## src/rtl/alu_issue_ctrl.sv

```systemverilog
// alu_issue_ctrl: issue/writeback sequencer for an external combinational
// 16-bit ALU. Holds one instruction at a time, reads operands from an
// internal 8-entry register file (R0 hardwired to zero), drives the ALU for
// one cycle, captures its result and Z/N flags, then retires with a
// one-cycle DONE pulse (qualified by ERR for illegal opcodes).
module alu_issue_ctrl #(
   parameter int DW = 16
) (
   input  logic          CLK,
   input  logic          RST,
   input  logic          IN_VALID,
   output logic          IN_READY,
   input  logic [15:0]   INSTR,
   input  logic          LD_EN,
   input  logic [2:0]    LD_ADDR,
   input  logic [DW-1:0] LD_DATA,
   input  logic [2:0]    RD_ADDR,
   output logic [DW-1:0] RD_DATA,
   output logic          DONE,
   output logic          ERR,
   output logic [1:0]    FLAGS,
   output logic          ALU_EN,
   output logic          ALU_FLGON,
   output logic [2:0]    ALU_OP,
   output logic [DW-1:0] ALU_D1,
   output logic [DW-1:0] ALU_D2,
   input  logic [DW-1:0] ALU_RES,
   input  logic [1:0]    ALU_FLG
);

   typedef enum logic [2:0] {S_IDLE, S_READ, S_EXEC, S_WB, S_ERRS} state_t;

   state_t        r_state, w_next;
   logic [12:0]   r_instr;          // INSTR[15:3]; low bits carry no meaning
   logic [DW-1:0] r_res;
   logic [1:0]    r_flg;
   logic [DW-1:0] r_rf [1:7];       // R0 is not stored, it always reads zero
   logic          r_done, r_err, r_alu_en, r_flgon;
   logic [2:0]    r_alu_op;
   logic [DW-1:0] r_d1, r_d2;

   logic [2:0]    w_op, w_rd, w_rs1, w_rs2;
   logic          w_s, w_accept, w_illegal;
   logic          w_unused_instr;

   assign w_op      = r_instr[12:10];
   assign w_s       = r_instr[9];
   assign w_rd      = r_instr[8:6];
   assign w_rs1     = r_instr[5:3];
   assign w_rs2     = r_instr[2:0];
   assign w_illegal = (w_op > 3'd4);
   assign w_accept  = IN_VALID && (r_state == S_IDLE);
   assign w_unused_instr = ^INSTR[2:0];

   function automatic logic [DW-1:0] rf_rd(input logic [2:0] a);
      return (a == 3'd0) ? '0 : r_rf[a];
   endfunction

   assign IN_READY  = (r_state == S_IDLE);
   assign RD_DATA   = rf_rd(RD_ADDR);
   assign DONE      = r_done;
   assign ERR       = r_err;
   assign ALU_EN    = r_alu_en;
   assign ALU_FLGON = r_flgon;
   assign ALU_OP    = r_alu_op;
   assign ALU_D1    = r_d1;
   assign ALU_D2    = r_d2;

   // state register
   always_ff @(posedge CLK or posedge RST) begin
      if (RST) r_state <= S_IDLE;
      else     r_state <= w_next;
   end

   // next-state decode
   always_comb begin
      w_next = r_state;
      case (r_state)
         S_IDLE: if (w_accept) w_next = S_READ;
         S_READ: w_next = w_illegal ? S_ERRS : S_EXEC;
         S_EXEC: w_next = S_WB;
         S_WB:   w_next = S_IDLE;
         S_ERRS: w_next = S_IDLE;
         default: w_next = S_IDLE;
      endcase
   end

   // instruction latch, operand fetch, ALU capture and registered strobes
   always_ff @(posedge CLK or posedge RST) begin
      if (RST) begin
         r_instr  <= '0;
         r_res    <= '0;
         r_flg    <= '0;
         r_alu_op <= '0;
         r_d1     <= '0;
         r_d2     <= '0;
         r_done   <= 1'b0;
         r_err    <= 1'b0;
         r_alu_en <= 1'b0;
         r_flgon  <= 1'b0;
      end else begin
         if (w_accept) r_instr <= INSTR[15:3];
         if (r_state == S_READ) begin
            r_alu_op <= w_op;
            r_d1     <= rf_rd(w_rs1);
            r_d2     <= rf_rd(w_rs2);
         end
         if (r_state == S_EXEC) begin
            r_res <= ALU_RES;
            r_flg <= ALU_FLG;
         end
         // strobes are derived from the next state so they line up with it
         r_done   <= (w_next == S_WB) || (w_next == S_ERRS);
         r_err    <= (w_next == S_ERRS);
         r_alu_en <= (w_next == S_EXEC);
         r_flgon  <= (w_next == S_EXEC) && w_s;
      end
   end

   // register file: preload any time, writeback overrides on the same entry
   always_ff @(posedge CLK or posedge RST) begin
      if (RST) begin
         for (int i = 1; i < 8; i++) r_rf[i] <= '0;
      end else begin
         for (int i = 1; i < 8; i++) begin
            if (LD_EN && (LD_ADDR == 3'(i)))           r_rf[i] <= LD_DATA;
            if ((r_state == S_WB) && (w_rd == 3'(i)))  r_rf[i] <= r_res;
         end
      end
   end

   // architectural flags, only touched by a retiring S=1 instruction
   always_ff @(posedge CLK or posedge RST) begin
      if (RST)                           FLAGS <= 2'b00;
      else if ((r_state == S_WB) && w_s) FLAGS <= r_flg;
   end

endmodule

```

## config.mk

```make
export PLATFORM = sky130hd
export DESIGN_NAME = alu_issue_ctrl
export DESIGN_NICKNAME = d
export VERILOG_FILES = /design/src/rtl/alu_issue_ctrl.sv
export SDC_FILE = /design/constraint.sdc
export NUM_CORES = 1
export LEC_CHECK = 0
export CAP_MARGIN = 5
export CELL_PAD_IN_SITES_DETAIL_PLACEMENT = 0
export CELL_PAD_IN_SITES_GLOBAL_PLACEMENT = 1
export CORE_MARGIN = 4
export CORE_UTILIZATION = 45
export CTS_CLUSTER_DIAMETER = 150
export DETAILED_ROUTE_END_ITERATION = 10
export PLACE_DENSITY = 0.91
export SYNTH_ARGS = -nofsm -noshare
export SYNTH_HDL_FRONTEND = slang
export SYNTH_SLANG_ARGS = --single-unit
```

## constraint.sdc

```tcl
create_clock -name CLK -period 8.1 [get_ports CLK]
set_input_delay 0.81 -clock CLK [delete_from_list [all_inputs] [get_ports CLK]]
set_output_delay 0.81 -clock CLK [all_outputs]
set_load 0.02 [all_outputs]
```

==> flow_metrics.tcl <==
set metrics [dict create \
    postLayoutCellArea_sq_mm 0.0126 \
    min_path_type "flip-flop to flip-flop" \
    tightestPinTransition_ns 1.18 \
    synth_compound_area_frac 0.145 \
    p_leak_uw 0.00531 \
    fin_skew_ns 0.0104 \
    critPathMaxFanout 33 \
    initial_core_util 0.460 \
    final_common_cell "dfrtp_1" \
    detail-route-antenna-nets 0 \
    sequentialPowerShare 0.385 \
    grt_max_degree 71 \
    vias 8721 \
    final_cell_mix "dfrtp_1 (185), mux2i_1 (163), clkdlybuf4s50_1 (113)" \
    cpLargestDelayFamily "buffers and inverters" \
    synth_cell_types 46 \
    wl_per_cell_microns 24.0 \
    critPathKind "primary input to output port" \
    final_nets 1132 \
    yosys_warnings 0 \
    async_flop_share 1.00 \
    die_w_microns 163 \
    numCtsBuffers 17 \
    cts.repair_timing.setup_buffer_count 0 \
    h-tree-depth 4 \
    cp_num_buf_inv 3 \
    cts.sinks 187 \
    placed_area_sq_mm 0.0120 \
    clkPwrFrac 0.165 \
    dieArea_sq_mm 0.0266 \
    syn_area_per_cell_sq_um 10.6 \
    ys_ff_latch 187 \
    syn_inst 1017 \
    crit_top_cell "clkdlybuf4s50_1" \
    synth_edf_count 0 \
    combPwrFrac 0.450 \
    dieHeight_microns 163 \
    ios 118 \
    slowest_stage "nor2b_2" \
    dr.pass1.iters 6 \
    min_period_ns 4.77 \
    crit_required_ns 7.29 \
    synthesis.area_sq_mm 0.0108 \
    hold_violations 0 \
    worstSetupEndpointType "output port" \
    synth_top_flop_cell "dfrtp_1" \
    muxShareOfSynthArea 0.283 \
    antenna_found_initial 2 \
    min_period_over_period 0.589 \
    crit_arrival_ns 3.96 \
    clock_latency_ns 0.45 \
    drt_iter0_drc 935 \
    powerDensity_mw_per_mm2 420 \
    clk_pin_slew_ns 0.08 \
    synth_top_family_by_area "multiplexers" \
    cts_resized 0 \
    clock_tree.root_cell "clkbuf_16" \
    p_sw_uw 2230 \
    drc 0 \
    grt_pass1_wl_microns 51900 \
    p_int_uw 3070 \
    cts.path.max_buffers 2 \
    overflow 0 \
    totalWireLength_microns 33700 \
    status "finished, final reports clean" \
    area_delta_synth_final_pct 16.6 \
    layout_setup_ws_ns 3.33 \
    place_congestion 0.844 \
    crit_path_start_kind "primary input" \
    maxSlewHeadroom 0.209 \
    p_sw_frac 0.421 \
    clock.fmax_mhz 210 \
    coreArea_sq_mm 0.0235 \
    drive_above_1_share 0.180 \
    synthAdderAreaFrac 0 \
    drv_slew 0 \
    holdBufCountCts 0 \
    setup_tns_ns 0 \
    drv_cap 0 \
    synthesis.nets 1077 \
    setup_viol 0 \
    track_usage 0.254 \
    synth_xor_area_frac 0 \
    crit_chain "clkdlybuf4s50_1 > buf_4 > nor2b_2 > a221oi_1 > a21oi_1 > clkdlybuf4s50_1" \
    viasPerCell 6.21 \
    dp_hpwl_microns 21000 \
    rows 56 \
    place_ws_ns 3.39 \
    grt_pass1_vias 8486 \
    yosysSeqAreaShare 0.432 \
    critPathMaxStageDelay_ns 0.97 \
    diodes 0 \
    synth-simple-area-share 0.0826 \
    irDropWorstVdd_mv 0.187 \
    port_buffers 114 \
    rsz0062_at_grt "no" \
    cts_tree "built" \
]
-- state kept, by name, indices dropped and copies added (netlist names) --
register and flops:
r_rf 112, ALU_D1 16, ALU_D2 16, r_res 16
r_instr 13, ALU_OP 3, r_state 3, FLAGS 2
r_flg 2, ALU_EN 1, ALU_FLGON 1, DONE 1
ERR 1
-- cell type report --
| class | instances | area (sq um) |
|---|---|---|
| Clock inverter | 15 | 174 |
| Timing Repair Buffer | 140 | 1330 |
| Inverter | 16 | 65.1 |
| Tap cell | 319 | 399 |
| Fill cell | 2050 | 10900 |
| Sequential cell | 187 | 4680 |
| Multi-Input combinational cell | 710 | 5550 |
| Clock buffer | 17 | 425 |
-- routing by layer --
| layer | global-route usage | vias up | part of all wire |
|---|---|---|---|
| li1 | - | 3842 | - |
| met1 | 0.346 | 4294 | 0.41 |
| met2 | 0.398 | 496 | 0.47 |
| met3 | 0.0633 | 85 | 0.099 |
| met4 | 0.0846 | 4 | 0.026 |
| met5 | 0 | - | 0.00080 |
-- power groups by stage --
stage / clock network [uW] / logic (uW) / registers (uW)
6_report: 875 / 2380 / 2040
2_1_floorplan: 0 / 1710 / 1820
4_1_cts: 882 / 2370 / 2000
5_1_grt: 918 / 2560 / 2100
3_3_place_gp: 0 / 2300 / 1990
3_5_place_dp: 0 / 2360 / 2010
-- cell families (layout without fill, tap and decap cells) --
group	Yosys count	after routing
muxes	273	273
AOI/OAI and AO/OA	243	243
and+or+nand+nor	194	194
DFF	187	187
buffers and inverters	120	188
-- synth_stat cells, types with 3 or more instances --
| master | n | area share |
|---|---|---|
| nor2_1 | 66 | 0.023 |
| o221ai_1 | 20 | 0.016 |
| a221oi_1 | 25 | 0.020 |
| nand2_1 | 91 | 0.032 |
| dfrtp_1 | 187 | 0.43 |
| nand4b_1 | 4 | 0.0032 |
| buf_4 | 9 | 0.0062 |
| o22ai_1 | 10 | 0.0058 |
| buf_1 | 4 | 0.0014 |
| buf_6 | 7 | 0.0073 |
| buf_2 | 36 | 0.017 |
| mux2i_1 | 163 | 0.15 |
| o21ai_0 | 62 | 0.029 |
| a22oi_1 | 15 | 0.010 |
| o31ai_1 | 10 | 0.0069 |
| or2_2 | 3 | 0.0017 |
| inv_1 | 16 | 0.0055 |
| nor2b_1 | 4 | 0.0023 |
| mux4_2 | 17 | 0.035 |
| and4bb_2 | 3 | 0.0035 |
| nand3b_1 | 3 | 0.0021 |
| mux2_2 | 93 | 0.097 |
| clkbuf_1 | 44 | 0.015 |
| o21ai_1 | 4 | 0.0018 |
| a21oi_1 | 66 | 0.031 |
| a211oi_1 | 6 | 0.0042 |
| o22a_1 | 20 | 0.016 |
| a21oi_2 | 3 | 0.0024 |
-- worst paths after layout --
| check | cells after the start | startpoint | end | slack (ns) |
|---|---|---|---|---|
| worst min register to register | 2 | r_instr[10] | ALU_OP[0] | 0.49 |
| min in group asynchronous | 2 | RST | r_flg[0] | 0.83 |
| worst max register to register | 5 | r_instr[5] | ALU_D1[7] | 5.33 |
| worst min-delay path | 2 | r_instr[10] | ALU_OP[0] | 0.49 |
| max in group asynchronous | 3 | RST | r_rf[49] | 5.96 |
| worst max-delay path | 6 | RD_ADDR[1] | RD_DATA[2] | 3.33 |
-- stage by stage --
step                instances  power, uW   util  hold slack (ns)
finish                   1404       5300  0.536            0.489
global route             1404       5580  0.536            0.517
CTS                      1404       5250  0.536            0.489
detailed placement       1372       4370  0.511            0.470
global placement         1372       4290  0.511            0.456
floorplan                1017       3530      -            0.450
-- tightest hold or removal path: stages, from the launching register on --
cell and delay (ns):
dfrtp_1 0.36, nand2_1 0.05, nand2_1 0.05
Power figures use the tool's default switching activity.
